## src/rtl/blctrl_scheduler_if.sv

```systemverilog
// Command and data stream bundle between the
// BL-Ctrl scheduler and the shared i2c_master.
interface blctrl_scheduler_if;
  logic [6:0] cmd_address;
  logic       cmd_write;
  logic       cmd_stop;
  logic       cmd_valid;
  logic       cmd_ready;
  logic [7:0] data_tdata;
  logic       data_tvalid;
  logic       data_tlast;
  logic       data_tready;
  logic       i2c_busy;
  logic       missed_ack;

  modport master (
    output cmd_address,
    output cmd_write,
    output cmd_stop,
    output cmd_valid,
    input  cmd_ready,
    output data_tdata,
    output data_tvalid,
    output data_tlast,
    input  data_tready,
    input  i2c_busy,
    input  missed_ack
  );

  modport slave (
    input  cmd_address,
    input  cmd_write,
    input  cmd_stop,
    input  cmd_valid,
    output cmd_ready,
    input  data_tdata,
    input  data_tvalid,
    input  data_tlast,
    output data_tready,
    output i2c_busy,
    output missed_ack
  );
endinterface

```

## src/rtl/blctrl_scheduler.sv

```systemverilog
// Periodic sweep of up to 8 BL-Ctrl ESCs, one
// single-byte I2C write per enabled motor.
module blctrl_scheduler #(
  parameter logic [6:0]  BASE_ADDR      = 7'h29,
  parameter int unsigned REFRESH_CYCLES = 20000,
  parameter int unsigned TIMEOUT_CYCLES = 4096
) (
  input  logic                      clk,
  input  logic                      rst_n,
  input  logic                      master_enable,
  input  logic [7:0]                motor_enable,
  input  logic [63:0]               target_speed_flat,
  blctrl_scheduler_if.master        bus,
  output logic [7:0]                ack_err,
  output logic                      sweep_done,
  output logic                      overrun,
  output logic                      timeout_err
);

  localparam int RW = $clog2(REFRESH_CYCLES);
  localparam int TW = $clog2(TIMEOUT_CYCLES + 1);

  typedef enum logic [2:0] {
    IDLE,
    SELECT,
    CMD,
    DATA,
    WAIT_DONE,
    NEXT,
    DONE
  } state_t;

  state_t        state;
  logic [RW-1:0] ref_cnt;
  logic          tick_pending;
  logic [2:0]    idx;
  logic [TW-1:0] to_cnt;
  logic [1:0]    wait_cnt;
  logic          miss_seen;
  logic [6:0]    addr_q;
  logic [7:0]    data_q;
  logic          cmd_valid_q;
  logic          data_valid_q;

  logic          tick;
  logic          active;
  logic          to_hit;
  logic [7:0]    speed_sel;

  assign tick   = master_enable &&
                  (ref_cnt == RW'(REFRESH_CYCLES - 1));
  assign active = (state == CMD) ||
                  (state == DATA) ||
                  (state == WAIT_DONE);
  assign to_hit = active &&
                  (to_cnt == TW'(TIMEOUT_CYCLES - 1));

  // motor 0 sits in the top byte
  assign speed_sel = target_speed_flat[{~idx, 3'b000} +: 8];

  assign bus.cmd_address = addr_q;
  assign bus.cmd_write   = cmd_valid_q;
  assign bus.cmd_stop    = cmd_valid_q;
  assign bus.cmd_valid   = cmd_valid_q;
  assign bus.data_tdata  = data_q;
  assign bus.data_tvalid = data_valid_q;
  assign bus.data_tlast  = data_valid_q;

  // Refresh timebase, parked at zero while disabled
  always_ff @(posedge clk or negedge rst_n) begin
    if (!rst_n) begin
      ref_cnt <= '0;
    end else if (!master_enable || tick) begin
      ref_cnt <= '0;
    end else begin
      ref_cnt <= ref_cnt + 1'b1;
    end
  end

  // Sweep sequencer with registered bus/status outputs
  always_ff @(posedge clk or negedge rst_n) begin
    if (!rst_n) begin
      state        <= IDLE;
      idx          <= '0;
      tick_pending <= 1'b0;
      to_cnt       <= '0;
      wait_cnt     <= '0;
      miss_seen    <= 1'b0;
      addr_q       <= '0;
      data_q       <= '0;
      cmd_valid_q  <= 1'b0;
      data_valid_q <= 1'b0;
      ack_err      <= '0;
      sweep_done   <= 1'b0;
      overrun      <= 1'b0;
      timeout_err  <= 1'b0;
    end else begin
      sweep_done  <= 1'b0;
      overrun     <= 1'b0;
      timeout_err <= 1'b0;

      if (tick) begin
        tick_pending <= 1'b1;
        overrun      <= (state != IDLE);
      end

      if (active) begin
        to_cnt <= to_cnt + 1'b1;
      end

      if (bus.missed_ack &&
          (state == DATA || state == WAIT_DONE)) begin
        miss_seen <= 1'b1;
      end

      if (to_hit) begin
        timeout_err  <= 1'b1;
        ack_err[idx] <= 1'b1;
        cmd_valid_q  <= 1'b0;
        data_valid_q <= 1'b0;
        state        <= NEXT;
      end else begin
        unique case (state)
          IDLE: begin
            if (master_enable && tick_pending) begin
              state        <= SELECT;
              idx          <= '0;
              tick_pending <= tick;
            end
          end
          SELECT: begin
            if (!master_enable) begin
              state <= DONE;
            end else if (motor_enable[idx]) begin
              addr_q      <= BASE_ADDR + {4'd0, idx};
              data_q      <= speed_sel;
              cmd_valid_q <= 1'b1;
              to_cnt      <= '0;
              miss_seen   <= 1'b0;
              state       <= CMD;
            end else if (idx == 3'd7) begin
              state <= DONE;
            end else begin
              idx <= idx + 1'b1;
            end
          end
          CMD: begin
            if (bus.cmd_ready) begin
              cmd_valid_q  <= 1'b0;
              data_valid_q <= 1'b1;
              state        <= DATA;
            end
          end
          DATA: begin
            if (bus.data_tready) begin
              data_valid_q <= 1'b0;
              wait_cnt     <= '0;
              state        <= WAIT_DONE;
            end
          end
          WAIT_DONE: begin
            // busy may lag the data beat by a cycle or two
            if (wait_cnt != 2'd2) begin
              wait_cnt <= wait_cnt + 1'b1;
            end else if (!bus.i2c_busy) begin
              ack_err[idx] <= miss_seen | bus.missed_ack;
              state        <= NEXT;
            end
          end
          NEXT: begin
            if (idx == 3'd7 || !master_enable) begin
              state <= DONE;
            end else begin
              idx   <= idx + 1'b1;
              state <= SELECT;
            end
          end
          DONE: begin
            sweep_done <= 1'b1;
            state      <= IDLE;
          end
          default: begin
            state <= IDLE;
          end
        endcase
      end
    end
  end

endmodule

```

## src/flat_wrapper.sv

```systemverilog
// flat-port wrapper written by rule: the top's interface ports become plain ports
module blctrl_scheduler_flat 
#(
  parameter logic [6:0]  BASE_ADDR      = 7'h29,
  parameter int unsigned REFRESH_CYCLES = 20000,
  parameter int unsigned TIMEOUT_CYCLES = 4096
)
  (clk, rst_n, master_enable, motor_enable, target_speed_flat, ack_err, sweep_done, overrun, timeout_err, bus_cmd_address, bus_cmd_write, bus_cmd_stop, bus_cmd_valid, bus_cmd_ready, bus_data_tdata, bus_data_tvalid, bus_data_tlast, bus_data_tready, bus_i2c_busy, bus_missed_ack);
  blctrl_scheduler_if bus_i ();
  input  logic clk;
  input  logic rst_n;
  input  logic master_enable;
  input  logic [7:0] motor_enable;
  input  logic [63:0] target_speed_flat;
  output logic [7:0] ack_err;
  output logic sweep_done;
  output logic overrun;
  output logic timeout_err;
  output wire logic [$bits(bus_i.cmd_address)-1:0] bus_cmd_address;
  output wire logic [$bits(bus_i.cmd_write)-1:0] bus_cmd_write;
  output wire logic [$bits(bus_i.cmd_stop)-1:0] bus_cmd_stop;
  output wire logic [$bits(bus_i.cmd_valid)-1:0] bus_cmd_valid;
  input wire logic [$bits(bus_i.cmd_ready)-1:0] bus_cmd_ready;
  output wire logic [$bits(bus_i.data_tdata)-1:0] bus_data_tdata;
  output wire logic [$bits(bus_i.data_tvalid)-1:0] bus_data_tvalid;
  output wire logic [$bits(bus_i.data_tlast)-1:0] bus_data_tlast;
  input wire logic [$bits(bus_i.data_tready)-1:0] bus_data_tready;
  input wire logic [$bits(bus_i.i2c_busy)-1:0] bus_i2c_busy;
  input wire logic [$bits(bus_i.missed_ack)-1:0] bus_missed_ack;
  assign bus_cmd_address = bus_i.cmd_address;
  assign bus_cmd_write = bus_i.cmd_write;
  assign bus_cmd_stop = bus_i.cmd_stop;
  assign bus_cmd_valid = bus_i.cmd_valid;
  assign bus_i.cmd_ready = bus_cmd_ready;
  assign bus_data_tdata = bus_i.data_tdata;
  assign bus_data_tvalid = bus_i.data_tvalid;
  assign bus_data_tlast = bus_i.data_tlast;
  assign bus_i.data_tready = bus_data_tready;
  assign bus_i.i2c_busy = bus_i2c_busy;
  assign bus_i.missed_ack = bus_missed_ack;
  blctrl_scheduler #(.BASE_ADDR(BASE_ADDR), .REFRESH_CYCLES(REFRESH_CYCLES), .TIMEOUT_CYCLES(TIMEOUT_CYCLES)) u_core (.clk(clk), .rst_n(rst_n), .master_enable(master_enable), .motor_enable(motor_enable), .target_speed_flat(target_speed_flat), .bus(bus_i), .ack_err(ack_err), .sweep_done(sweep_done), .overrun(overrun), .timeout_err(timeout_err));
endmodule
```

## config.mk

```make
export PLATFORM = sky130hd
export DESIGN_NAME = blctrl_scheduler_flat
export DESIGN_NICKNAME = d
export VERILOG_FILES = /design/src/rtl/blctrl_scheduler_if.sv /design/src/rtl/blctrl_scheduler.sv /design/src/flat_wrapper.sv
export SDC_FILE = /design/constraint.sdc
export NUM_CORES = 1
export LEC_CHECK = 0
export ABC_AREA = 1
export BUFFER_PORTS_ARGS = -buffer_cell sky130_fd_sc_hd__buf_2
export CAP_MARGIN = 40
export CORE_MARGIN = 2
export CORE_UTILIZATION = 40
export CTS_BUF_LIST = sky130_fd_sc_hd__clkbuf_2
export CTS_CLUSTER_SIZE = 30
export DETAILED_ROUTE_END_ITERATION = 10
export SYNTH_ARGS = -nofsm -noshare
export SYNTH_HDL_FRONTEND = slang
export SYNTH_SLANG_ARGS = --single-unit
```

## constraint.sdc

```tcl
create_clock -name clk -period 1.9 [get_ports clk]
set_input_delay 0.38 -clock clk [delete_from_list [all_inputs] [get_ports clk]]
set_output_delay 0.38 -clock clk [all_outputs]
set_load 0.005 [all_outputs]
```

# Word level (Yosys, flattened, before mapping)
# Index checks and enable logic that the tools add are counted.
[totals]
reg_bits = 66
latch_bits = 0
mem_bits_rw = 0
mem_bits_ro = 0
output_inout_bits = 31
wordCells = 136
n_memories = 0
[classes]
add_sub_neg = 5
mul = 0
div_mod_pow = 0
magnitude_cmp = 2
n_eq_ne = 27
n_shift = 1
muxes = 57
n_bitwise = 4
n_reduce_logical = 25
[ops]
columns = ["cell", "n"]
rows = [
  ["13-bit 2-to-1 mux", 5],
  ["64-bit by 7-bit indexed part select with 8-bit output", 1],
  ["3-bit 2-to-1 mux", 15],
  ["8-bit 2-to-1 mux", 4],
  ["1-bit 2-to-1 mux", 22],
  ["3-bit case mux with 6 select lines", 1],
  ["15-bit by 1-bit adder with 15-bit output (second input constant)", 1],
  ["15-bit == test (second input constant)", 1],
  ["15-bit 2-to-1 mux", 1],
  ["3-bit by 2-bit != test with 1-bit output (second input constant)", 5],
  ["2-bit != test (second input constant)", 7],
  ["13-bit by 1-bit adder with 13-bit output (second input constant)", 1],
  ["13-bit by 12-bit == test with 1-bit output (second input constant)", 1],
  ["3-bit == test (second input constant)", 4],
  ["4-bit AND reduction", 3],
  ["3-bit nonzero test", 4],
  ["3-bit case mux with 3 select lines", 1],
  ["8-bit bitwise mux", 1],
  ["8-bit bitwise OR", 1],
  ["6-bit by 3-bit adder with 7-bit output (first input constant)", 1],
  ["7-bit AND reduction", 1],
  ["3-bit by 2-bit == test with 1-bit output (second input constant)", 2],
  ["2-bit by 1-bit != test with 1-bit output (second input constant)", 3],
  ["3-bit by 1-bit != test with 1-bit output (second input constant)", 2],
  ["other kinds (21)", 33],
]

# Logic depth before layout (Yosys ltp)
# Gate-level depths: netlist of the first run.
[depth]
ltp_word = 9
mapped_depth = 11
mapped_depth_nobuf = 10

# Worst setup path after synthesis of the first run
# Ideal clock, no wire load.
[synth_timing]
path_type = "register to register"
from = "reg u_core.idx[1]"
to = "reg u_core.idx[1]"
setup_ns = 0.117
arrival_ns = 1.495
slack_ns = 0.288
stages_incl_launch_ff = 11
path_buffers = 0
period_less_slack_ns = 1.612
cell_sequence = "dfrtp_1 > ha_1 > ha_1 > inv_1 > nand2_1 > nand2_1 > nor2_1 > nor3_2 > nand2_1 > nand2_1 > nand2_1"
[synth_between]
elab_chain_len = 5
elab_cells_between_ends = 14
cone_classes = "add/sub: 1; eq/ne: 4; mux: 7; reduce/logical: 2"
[synth_rtl]
columns = ["item", "line_no", "text"]
rows = [
  ["start: declaration", "blctrl_scheduler.sv:36", "logic [2:0] idx;"],
  ["start signal: assignment", "blctrl_scheduler.sv:144", "idx <= idx + 1'b1;"],
  ["start signal: assignment", "blctrl_scheduler.sv:174", "idx <= idx + 1'b1;"],
  ["3-bit by 1-bit adder with 3-bit output", "blctrl_scheduler.sv:144, blctrl_scheduler.sv:174", ""],
  ["3-bit 2-to-1 mux", "blctrl_scheduler.sv:141", "end else if (idx == 3'd7) begin"],
  ["3-bit 2-to-1 mux", "blctrl_scheduler.sv:134", "end else if (motor_enable[idx]) begin"],
  ["3-bit 2-to-1 mux", "blctrl_scheduler.sv:132", "if (!master_enable) begin"],
  ["3-bit case mux with 3 select lines", "blctrl_scheduler.sv:123", "unique case (state)"],
]
# Parallel ways exist; a longest one is shown, timed or not. The select of a mux whose other input is x is not followed.
# A chain may end at the register's enable or synchronous reset.

# Worst setup path after layout of the first run
[layout_timing]
from = "reg u_core.idx[1]"
to = "reg u_core.idx[2]"
# The elaborated chain is that of the path after synthesis.

==> results.py, run 1 <==
metrics = {
    "global_routing": {
        "grt_pass1_vias": 4063,
        "grt_pass1_wl_mm": 18.5,
        "grtUsageTotal_pct": 20.6,
        "grt_max_degree": 66,
        "overflow": 0,
        "grt_antenna_before_repair": 0,
    },
    "sta": {
        "holdWs_ps": 121,
        "fin_skew_ps": 38.6,
        "period_share_pct": 92.2,
        "period_needed_ps": 1750,
        "max_clock_freq_mhz": 571,
        "setup_viol": 0,
        "drv_slew": 0,
        "timing_hold_violations_final": 0,
        "rsz0062_at_grt": "no",
    },
    "worst_setup_path": {
        "path_common_cell": "nand2_1",
        "crit_chain": "ha_1 > ha_1 > inv_1 > nand2_1 > nand2_1 > nor2_1 > nor3_2 > buf_4 > nand3_1 > nand2_1",
        "critPathKind": "flip-flop to flip-flop",
        "required_ps": 2370,
        "cp_max_fo": 8,
        "worst_setup_path_start_kind": "flip-flop",
        "cp.buffers_inverters": 2,
        "arrival_ps": 2220,
        "cpPeakStageDelay_ps": 510,
        "end_kind": "flip-flop",
        "critPathSlowestCell": "dfrtp_2",
        "path_delay_family": "simple AND/OR/NAND/NOR gates",
    },
    "cells_and_area": {
        "diodes": 0,
        "final_cells": 851,
        "mostFrequentLayoutCells": "nand2_1 (195), buf_2 (108), inv_1 (72), nor2_1 (62), dfrtp_1 (62)",
        "final_layout_size_suffix_gt1_share_pct": 24.8,
        "layout_commonest_cell": "nand2_1",
        "syn_to_final_growth_pct": 19.9,
        "finalNetCount": 795,
    },
    "drt": {
        "firstDrtPassIters": 5,
        "vias": 4123,
        "final_antenna_net_count": 0,
        "drt_iter0_drc": 184,
        "drt-total-wl_mm": 10.9,
        "detail_route.vias_per_cell": 4.84,
        "routedWlPerCell_um": 12.8,
        "drc_errors": 0,
    },
    "power": {
        "combPwrFrac_pct": 45.7,
        "swShare_pct": 44.1,
        "internal_power_w": 0.00264,
        "power_density_nw_per_um2": 956,
        "leakage_nw": 2.83,
        "power.net_switching_w": 0.00208,
        "irDropWorstVdd_mv": 0.398,
        "pwr-share-clk_pct": 14.6,
        "p_seq_share_pct": 39.8,
    },
    "synthesis": {
        "ys.flop_type": "dfrtp_1",
        "synth.largest_area_cell": "dfrtp_1",
        "synth_edf_count": 0,
        "avgSynthCellArea_um2": 6.94,
        "syn_inst": 594,
        "syn_nets": 678,
        "ys.warnings.count": 0,
        "async_reset_ff_share_pct": 100,
        "yosysUniqueCellTypes": 34,
        "yosysTopAreaCellShare_pct": 39.4,
        "yosys-top-cells-area": "dfrtp_1 (39%), nand2_1 (18%), inv_1 (6.6%), nor2_1 (5.7%), a21oi_1 (4.0%)",
        "ys_ff_latch": 65,
        "yosysSeqAreaShare_pct": 39.4,
        "syn_area_um2": 4120,
    },
    "floorplanning": {
        "start_util_pct": 40.5,
        "die_area_um2": 11100,
        "core_area_um2": 10200,
        "ioPinCount": 110,
        "die_h_um": 106,
        "die_w_um": 106,
        "row_count": 37,
    },
    "run": {
        "maxCapViolations": 0,
    },
    "cts": {
        "cts-root-buf": "clkbuf_2",
        "cts_tree": "done",
        "cts_made_buffers": 9,
        "clk_pin_slew_ps": 200,
        "cts.htree.levels": 3,
        "clk_latency_ps": 530,
        "cts_max_path_buffers": 2,
        "cts_sinks": 65,
    },
    "placement": {
        "hpwl_mm": 8.19,
        "place.detailed.instances": 832,
        "io_buffers": 108,
        "place.gp.congestion": 0.833,
    },
    "status": {
        "outcome": "complete, no violations",
    },
    "hold_path": {
        "hold_path_class": "primary input to flip-flop",
    },
}
==> final timing paths <==
| path | to | slack, ps | depth (start not counted) | start |
|---|---|---|---|---|
| worst max-delay path | u_core.idx[2] | 150 | 10 | u_core.idx[1] |
| worst min-delay path | u_core.bus.data_tlast | 120 | 3 | bus_cmd_ready |
| worst max register to register | u_core.idx[2] | 150 | 10 | u_core.idx[1] |
| worst min register to register | u_core.ref_cnt[0] | 480 | 1 | u_core.ref_cnt[0] |
| max in group asynchronous | u_core.ref_cnt[2] | 1230 | 3 | rst_n |
| min in group asynchronous | u_core.ref_cnt[11] | 380 | 3 | rst_n |
==> worst min-delay path, cell delays in order <==
cell and delay, ps:
buf_2 110, nand2_1 80, a21oi_1 70
==> kinds of logic (layout without fill, tap and decap cells) <==
group           count (synthesis)  count (layout)  synth area share (%)
simple gates                  355             355                  38.6
fa+ha+maj                       5               5                  1.52
flops                          65              65                  39.4
other cells                     1               1                0.0909
compound gates                 63              63                  8.16
buf+inv                        97             218                  10.5
xor+xnor                        8               8                  1.70
==> through the flow <==
stage	TNS, ps	power [W]	cell area [um2]	utilization (%)	setup WS, ps
6_report	0	0.00473	4940	48.6	149
4_1_cts	0	0.00471	4910	48.2	13.0
3_5_place_dp	-10.3	0.00398	4810	47.2	-8.61
2_1_floorplan	0	0.00337	4120	-	288
3_3_place_gp	0	0.00394	4810	47.2	67.7
5_1_grt	0	0.00517	4940	48.6	11.9
==> cell usage after synthesis, types with 2 or more instances <==
| library cell | instances |
|---|---|
| o21ai_1 | 3 |
| xor2_1 | 5 |
| nor3b_1 | 2 |
| nand2_1 | 196 |
| nand3_1 | 30 |
| inv_2 | 4 |
| or2_2 | 8 |
| clkbuf_1 | 3 |
| nand2_4 | 5 |
| buf_6 | 5 |
| nand4_1 | 19 |
| nor3_2 | 2 |
| o21ai_0 | 21 |
| dfrtp_1 | 65 |
| nor2_4 | 3 |
| inv_1 | 72 |
| buf_2 | 6 |
| xnor2_1 | 3 |
| nor3_1 | 18 |
| ha_1 | 5 |
| buf_4 | 6 |
| nor2_1 | 63 |
| a21oi_1 | 33 |
| o21ai_2 | 4 |
| nand2_2 | 4 |
==> timing repair <==
item                                    4_1_cts  5_1_grt
pin swaps                                     0        1
hold buffers                                  1        0
setup buffers                                 0        3
endpoints found under the setup margin        4       30
gates resized for setup                       2        6
hold endpoints to repair                     65        0
==> power groups by stage <==
stage / Combinational [W] / Sequential [W] / Clock [W]
final: 0.00216 / 0.00188 / 0.000689
after global routing: 0.00247 / 0.00192 / 0.000778
after CTS: 0.00211 / 0.00189 / 0.000715
after detailed placement: 0.00207 / 0.00191 / 0
after global placement: 0.00204 / 0.00190 / 0
after floorplan: 0.00154 / 0.00184 / 0
==> registers in the layout, summed over array words and instances, names as in the netlist, 2 cells and up, named ones only <==
register and flops:
u_core.to_cnt 13, u_core.state 3, u_core.ack_err 8, u_core.idx 3, u_core.wait_cnt 2, u_core.bus.data_tdata 8, u_core.ref_cnt 15, u_core.bus.cmd_address 6
==> per-layer routing <==
layer	up-vias	share of wire (%)	global-route usage, %
li1	2089	-	-
met1	1936	45	27.2
met2	83	49	33.7
met3	15	4.7	3.77
met4	0	1.6	8.08
met5	-	0	0
==> layout make-up <==
type | count | area, um2
inverters | 77 | 290
flip-flops and latches | 65 | 1630
fillers | 1063 | 5240
well taps | 136 | 170
clock inverters | 6 | 36.3
repair buffers | 126 | 694
clock buffers | 9 | 45.0
multi-input cells | 432 | 2080
No activity file was read; power rests on OpenSTA's default activity.
==> run 2: changes to the inputs <==
--- a/config.mk
+++ b/config.mk
@@ -6,8 +6,9 @@
 export NUM_CORES = 1
 export LEC_CHECK = 0
 export ABC_AREA = 1
-export BUFFER_PORTS_ARGS = -buffer_cell sky130_fd_sc_hd__buf_2
+export BUFFER_PORTS_ARGS = -buffer_cell sky130_fd_sc_hd__buf_4
 export CAP_MARGIN = 40
+export CORE_ASPECT_RATIO = 0.7
 export CORE_MARGIN = 2
 export CORE_UTILIZATION = 40
 export CTS_BUF_LIST = sky130_fd_sc_hd__clkbuf_2
==> constraint.sdc (replaced) <==
create_clock -name clk -period 1.9 [get_ports clk]
set_input_delay 0.095 -clock clk [delete_from_list [all_inputs] [get_ports clk]]
set_output_delay 0.095 -clock clk [all_outputs]
set_load 0.005 [all_outputs]
==> results.py, run 2 (synthesized netlist as in run 1, its figures left out) <==
metrics = {
    "global_routing": {
        "grt_max_degree": 35,
        "grt_antenna_before_repair": 0,
        "grt_pass1_wl_mm": 19.3,
        "overflow": 0,
        "grtUsageTotal_pct": 21.8,
        "grt_pass1_vias": 4080,
    },
    "worst_setup_path": {
        "crit_path_end": "u_core.idx[2]",
        "r2r-end": "u_core.idx[2]",
        "worstReg2RegStart": "u_core.idx[0]",
        "cp_max_fo": 8,
        "critPathKind": "flip-flop to flip-flop",
        "end_kind": "flip-flop",
        "required_ps": 2320,
        "crit_start": "u_core.idx[0]",
        "arrival_ps": 2140,
        "worst_setup_path_start_kind": "flip-flop",
        "reg2reg_slack_ps": 180,
        "reg2reg_depth": 10,
    },
    "sta": {
        "setup_viol": 0,
        "drv_slew": 0,
        "timing_hold_violations_final": 0,
        "period_needed_ps": 1720,
        "holdWs_ps": 19.2,
        "period_share_pct": 90.3,
        "max_clock_freq_mhz": 583,
        "fin_skew_ps": 24.3,
        "setup_slack_ps": 185,
    },
    "status": {
        "outcome": "complete, no violations",
    },
    "power": {
        "leakage_nw": 3.04,
        "power_density_nw_per_um2": 894,
        "irDropWorstVdd_mv": 0.431,
    },
    "cells_and_area": {
        "final_layout_size_suffix_gt1_share_pct": 24.8,
        "top_register": "u_core.ref_cnt",
        "finalNetCount": 825,
        "diodes": 0,
        "syn_to_final_growth_pct": 33.4,
        "nFillCells": 960,
        "mostFrequentLayoutCells": "nand2_1 (195), buf_4 (127), inv_1 (71), nor2_1 (62), dfrtp_1 (62)",
        "layout_commonest_cell": "nand2_1",
        "reg_top3": "u_core.ref_cnt: 15 flops, u_core.to_cnt: 13 flops",
        "largest_reg_flops": 15,
    },
    "floorplanning": {
        "core_area_um2": 9870,
        "die_area_um2": 11200,
        "row_count": 30,
        "start_util_pct": 41.8,
        "ioPinCount": 110,
        "die_h_um": 89.0,
        "die_w_um": 125,
    },
    "placement": {
        "post-place-ws_ps": 25.1,
        "hpwl_mm": 8.24,
        "place.gp.congestion": 0.822,
        "io_buffers": 108,
    },
    "drt": {
        "vias": 4198,
        "drt_iter0_drc": 274,
        "detail_route.vias_per_cell": 4.80,
        "drc_errors": 0,
        "final_antenna_net_count": 0,
        "drt-total-wl_mm": 11.4,
        "firstDrtPassIters": 6,
        "routedWlPerCell_um": 13.0,
    },
    "run": {
        "maxCapViolations": 0,
    },
    "cts": {
        "cts_made_buffers": 9,
        "clk_pin_slew_ps": 180,
        "cts_max_path_buffers": 2,
        "cts-root-buf": "clkbuf_2",
        "cts_tree": "done",
        "cts.htree.levels": 3,
        "cts_sinks": 65,
        "clk_latency_ps": 530,
    },
    "hold_path": {
        "hold_path_class": "primary input to asynchronous set/reset pin",
    },
}
==> run 2: cell count changes in the layout (fill, tap and decap cells not counted), sizes merged <==
cell,delta
clkbuf,+3
dlygate4sd3,+27
buf,+3
clkinvlp,-2
==> run 2: how the worst min path moves through the flow <==
stage | startpoint | end | slack [ps] | cells after the start
6_report | rst_n | u_core.bus.data_tdata[1] | 20 | 2
4_1_cts | target_speed_flat[37] | u_core.bus.data_tdata[5] | 10 | 7
2_1_floorplan | rst_n | asynchronous set/reset pin | -200 | 0
5_1_grt | target_speed_flat[53] | u_core.bus.data_tdata[5] | 30 | 7
3_3_place_gp | rst_n | u_core.bus.data_tdata[1] | 70 | 1
3_5_place_dp | rst_n | u_core.bus.data_tdata[1] | 80 | 1
==> run 2: layer usage <==
layer	share of wire, %	global-route usage [%]	routed length [um]	vias to the layer above
met5	0	0	0	-
met4	2.0	6.87	233	0
met3	5.2	4.91	586	26
met2	43	34.5	4900	123
met1	50	30.3	5650	1896
li1	-	-	-	2153
==> run 2: final cells by class <==
| type | instances | area [um2] | share of cell area, % |
|---|---|---|---|
| clock buffer | 12 | 60.1 | 1.09 |
| clock inverter | 4 | 20.0 | 0.364 |
| inverter | 77 | 290 | 5.28 |
| multi-input combinational | 432 | 2090 | 37.9 |
| sequential | 65 | 1630 | 29.6 |
| tap | 128 | 160 | 2.91 |
| timing repair buffer | 156 | 1250 | 22.8 |
==> run 2: critical path: stages (launching register included) <==
cell and delay (ps):
dfrtp_2 490, ha_2 200, ha_1 180, inv_2 70, nand2_1 70, nand2_1 80, nor2_2 70, nor3_4 240
nand2_2 90, nand2_1 90, nand2_1 40
==> run 2: what timing repair did <==
item                                   in CTS  in global routing
setup endpoints to repair                   0                 31
resized for setup                           0                  9
hold buffers                               28                  0
endpoints found under the hold margin      87                  0
buffers inserted                            0                  3
==> run 2: report_power, final <==
part,total [W],leakage [nW],internal [W],switching [W]
clock,0.000686,0.0655,0.000180,0.000506
sequential,0.00191,0.864,0.00165,0.000260
combinational,0.00232,2.11,0.00101,0.00131
==> run 2: stage by stage <==
| step | std cells | area [um2] | utilization (%) | power, W | TNS [ps] |
|---|---|---|---|---|---|
| after detailed placement | 827 | 5090 | 51.6 | 0.00411 | 0 |
| final | 874 | 5500 | 55.7 | 0.00492 | 0 |
| after global placement | 827 | 5090 | 51.6 | 0.00407 | 0 |
| after floorplan | 594 | 4120 | - | 0.00337 | 0 |
| after CTS | 871 | 5450 | 55.2 | 0.00486 | 0 |
| after global routing | 874 | 5500 | 55.7 | 0.00538 | -12.5 |
==> run 3: changes to the inputs <==
--- a/config.mk
+++ b/config.mk
@@ -5,7 +5,6 @@
 export SDC_FILE = /design/constraint.sdc
 export NUM_CORES = 1
 export LEC_CHECK = 0
-export ABC_AREA = 1
 export BUFFER_PORTS_ARGS = -buffer_cell sky130_fd_sc_hd__buf_4
 export CAP_MARGIN = 40
 export CORE_ASPECT_RATIO = 0.7
==> results.py, run 3 <==
metrics = {
    "synthesis": {
        "ys.warnings.count": 0,
        "ys_ff_latch": 65,
        "synth_edf_count": 0,
        "syn_nets": 464,
        "yosysUniqueCellTypes": 59,
        "synth.largest_area_cell": "dfrtp_1",
        "ys.flop_type": "dfrtp_1",
        "yosys-top-cells-area": "dfrtp_1 (43%), mux2_2 (5.4%), nor2_1 (4.0%), nand2_1 (3.6%), xor2_1 (3.5%)",
        "yosysSeqAreaShare_pct": 43.1,
        "ys_top_cells_by_count": "dfrtp_1 (65), nor2_1 (40), nand2_1 (36)",
        "avgSynthCellArea_um2": 9.94,
        "syn_inst": 380,
        "async_reset_ff_share_pct": 100,
        "synth.most_common_cell": "dfrtp_1",
        "syn_area_um2": 3780,
        "yosysTopAreaCellShare_pct": 43.1,
    },
    "worst_setup_path": {
        "required_ps": 2320,
        "arrival_ps": 2420,
        "worst_setup_path_start_kind": "flip-flop",
        "worstReg2RegStart": "u_core.idx[2]",
        "cp_max_fo": 3,
        "end_kind": "flip-flop",
        "critPathKind": "flip-flop to flip-flop",
        "crit_start": "u_core.idx[2]",
    },
    "drt": {
        "detail_route.vias_per_cell": 5.15,
        "drt-total-wl_mm": 10.5,
        "routedWlPerCell_um": 15.5,
        "drt_iter0_drc": 182,
        "highest_layer": "met4",
        "final_antenna_net_count": 0,
        "wl_met2_mm": 4.91,
        "wl_met1_mm": 4.95,
        "vias": 3483,
        "firstDrtPassIters": 6,
        "wl_met3_um": 517,
        "drc_errors": 0,
    },
    "placement": {
        "place.detailed.instances": 634,
        "hpwl_mm": 7.59,
        "placed_area_um2": 5000,
        "place.gp.congestion": 0.809,
        "io_buffers": 108,
    },
    "run": {
        "maxCapViolations": 0,
    },
    "cells_and_area": {
        "finalNetCount": 631,
        "mostFrequentLayoutCells": "buf_4 (150), dfrtp_1 (59), nand2_1 (35), nor2_1 (31), dlygate4sd3_1 (17)",
        "top_register": "u_core.ref_cnt",
        "final_cells": 676,
        "reg_top3": "u_core.ref_cnt: 15 flops, u_core.to_cnt: 13 flops",
        "final_cell_area_um2": 5600,
        "layout_commonest_cell": "buf_4",
        "diodes": 0,
        "largest_reg_flops": 15,
        "syn_to_final_growth_pct": 48.2,
        "final_layout_size_suffix_gt1_share_pct": 45.1,
    },
    "cts": {
        "cts_made_buffers": 9,
        "clk_latency_ps": 520,
        "cts_max_path_buffers": 2,
        "clk_pin_slew_ps": 200,
        "cts-root-buf": "clkbuf_2",
        "cts_sinks": 65,
        "cts.htree.levels": 3,
        "cts_tree": "done",
    },
    "sta": {
        "rsz0062_at_grt": "yes",
        "setup_slack_ps": -93.7,
        "timing_hold_violations_final": 0,
        "drv_slew": 0,
        "worst_pin_slew_ps": 506,
        "max_clock_freq_mhz": 502,
        "period_share_pct": 105,
        "setup_viol": 26,
        "fin_setup_tns_ps": -1170,
        "max_slew_margin_pct": 66.0,
        "period_needed_ps": 1990,
        "fin_skew_ps": 39.8,
    },
    "power": {
        "p_seq_share_pct": 32.2,
        "leakage_nw": 2.50,
        "pwr-share-clk_pct": 13.0,
        "power_w": 0.00659,
        "swShare_pct": 38.4,
        "power.net_switching_w": 0.00253,
        "combPwrFrac_pct": 54.8,
        "internal_power_w": 0.00406,
        "power_density_nw_per_um2": 1180,
        "irDropWorstVdd_mv": 0.539,
    },
    "global_routing": {
        "grt_antenna_before_repair": 0,
        "grt_pass1_vias": 3409,
        "grt_max_degree": 66,
        "grt_pass1_wl_mm": 16.9,
        "grtUsageTotal_pct": 20.9,
        "overflow": 0,
    },
    "floorplanning": {
        "die_w_um": 120,
        "core_area_um2": 9110,
        "row_count": 29,
        "die_area_um2": 10200,
        "die_h_um": 85.3,
        "ioPinCount": 110,
        "start_util_pct": 41.5,
    },
    "hold_path": {
        "hold_path_class": "primary input to flip-flop",
        "hold_path_startpoint": "target_speed_flat[44]",
    },
    "status": {
        "outcome": "complete, but fails checks",
        "violations": "setup timing",
    },
}
[run 3: cell count changes in the layout (fill, tap and decap cells not counted), sizes merged, moves of 16 or more]
cell   delta
nand2   -169
inv      -66
buf      +34
nor2     -26
mux2     +23
a21oi    -17
nand3    -17
o21ai    -17
nor3     -16
[run 3: layout make-up]
class | count | area (um2)
clock buffers | 9 | 45.0
clock inverters | 7 | 80.1
flip-flops and latches | 65 | 1630
well taps | 124 | 155
inverters | 10 | 41.3
fillers | 789 | 3510
multi-input cells | 281 | 2160
repair buffers | 180 | 1480
[run 3: per-layer routing]
layer  up-vias  GRT usage, %
li1       1694             -
met1      1692          30.5
met2        87          31.0
met3        10          5.85
met4         0          4.71
met5         -             0
[run 3: cells by family (layout without fill, tap and decap cells)]
logic type	Yosys count	after routing	synth area share [%]
and+or+nand+nor	139	139	18.2
AOI/OAI and AO/OA	75	75	14.4
DFF	65	65	43.1
muxes	38	38	12.7
buffers and inverters	34	206	4.54
xor gates and xnor gates	23	23	5.33
adders and majority gates	5	5	1.66
other	1	1	0.0993
[run 3: power by group through the flow]
stage	sequential, W	clock, W	combinational [W]
2_1_floorplan	0.00205	0	0.00189
4_1_cts	0.00211	0.000903	0.00336
6_report	0.00212	0.000857	0.00361
3_3_place_gp	0.00213	0	0.00300
5_1_grt	0.00217	0.000971	0.00395
3_5_place_dp	0.00214	0	0.00305
[run 3: what timing repair did]
item / 4_1_cts / 5_1_grt
pin swaps: 14 / 7
hold buffers: 17 / 0
endpoints found under the hold margin: 101 / 0
endpoints found under the setup margin: 32 / 42
gates resized for setup: 27 / 33
setup buffers: 6 / 4
[run 3: worst max-delay path, cell delays in order, from the launching register on]
cell and delay [ps]:
dfrtp_2 470, mux2_4 300, a221o_1 370, a21boi_4 200, buf_6 140, o2bb2ai_4 130
mux2_4 310
[run 3: through the flow]
step | util, % | hold slack, ps | worst slack, ps
floorplan | - | -201 | -113
global placement | 54.9 | 123 | -85.6
detailed placement | 54.9 | 124 | -131
CTS | 59.6 | 4.87 | -131
global route | 61.5 | 6.39 | -190
finish | 61.5 | 57.6 | -93.7
[run 3: final timing paths]
kind / end / slack (ps) / cells after the start
min reg2reg: u_core.ref_cnt[0] / 500 / 1
max: u_core.idx[0] / -90 / 6
min in group asynchronous: u_core.bus.data_tlast / 70 / 3
max in group asynchronous: u_core.sweep_done / 1520 / 3
max reg2reg: u_core.idx[0] / -90 / 6
min: u_core.bus.data_tdata[4] / 60 / 4
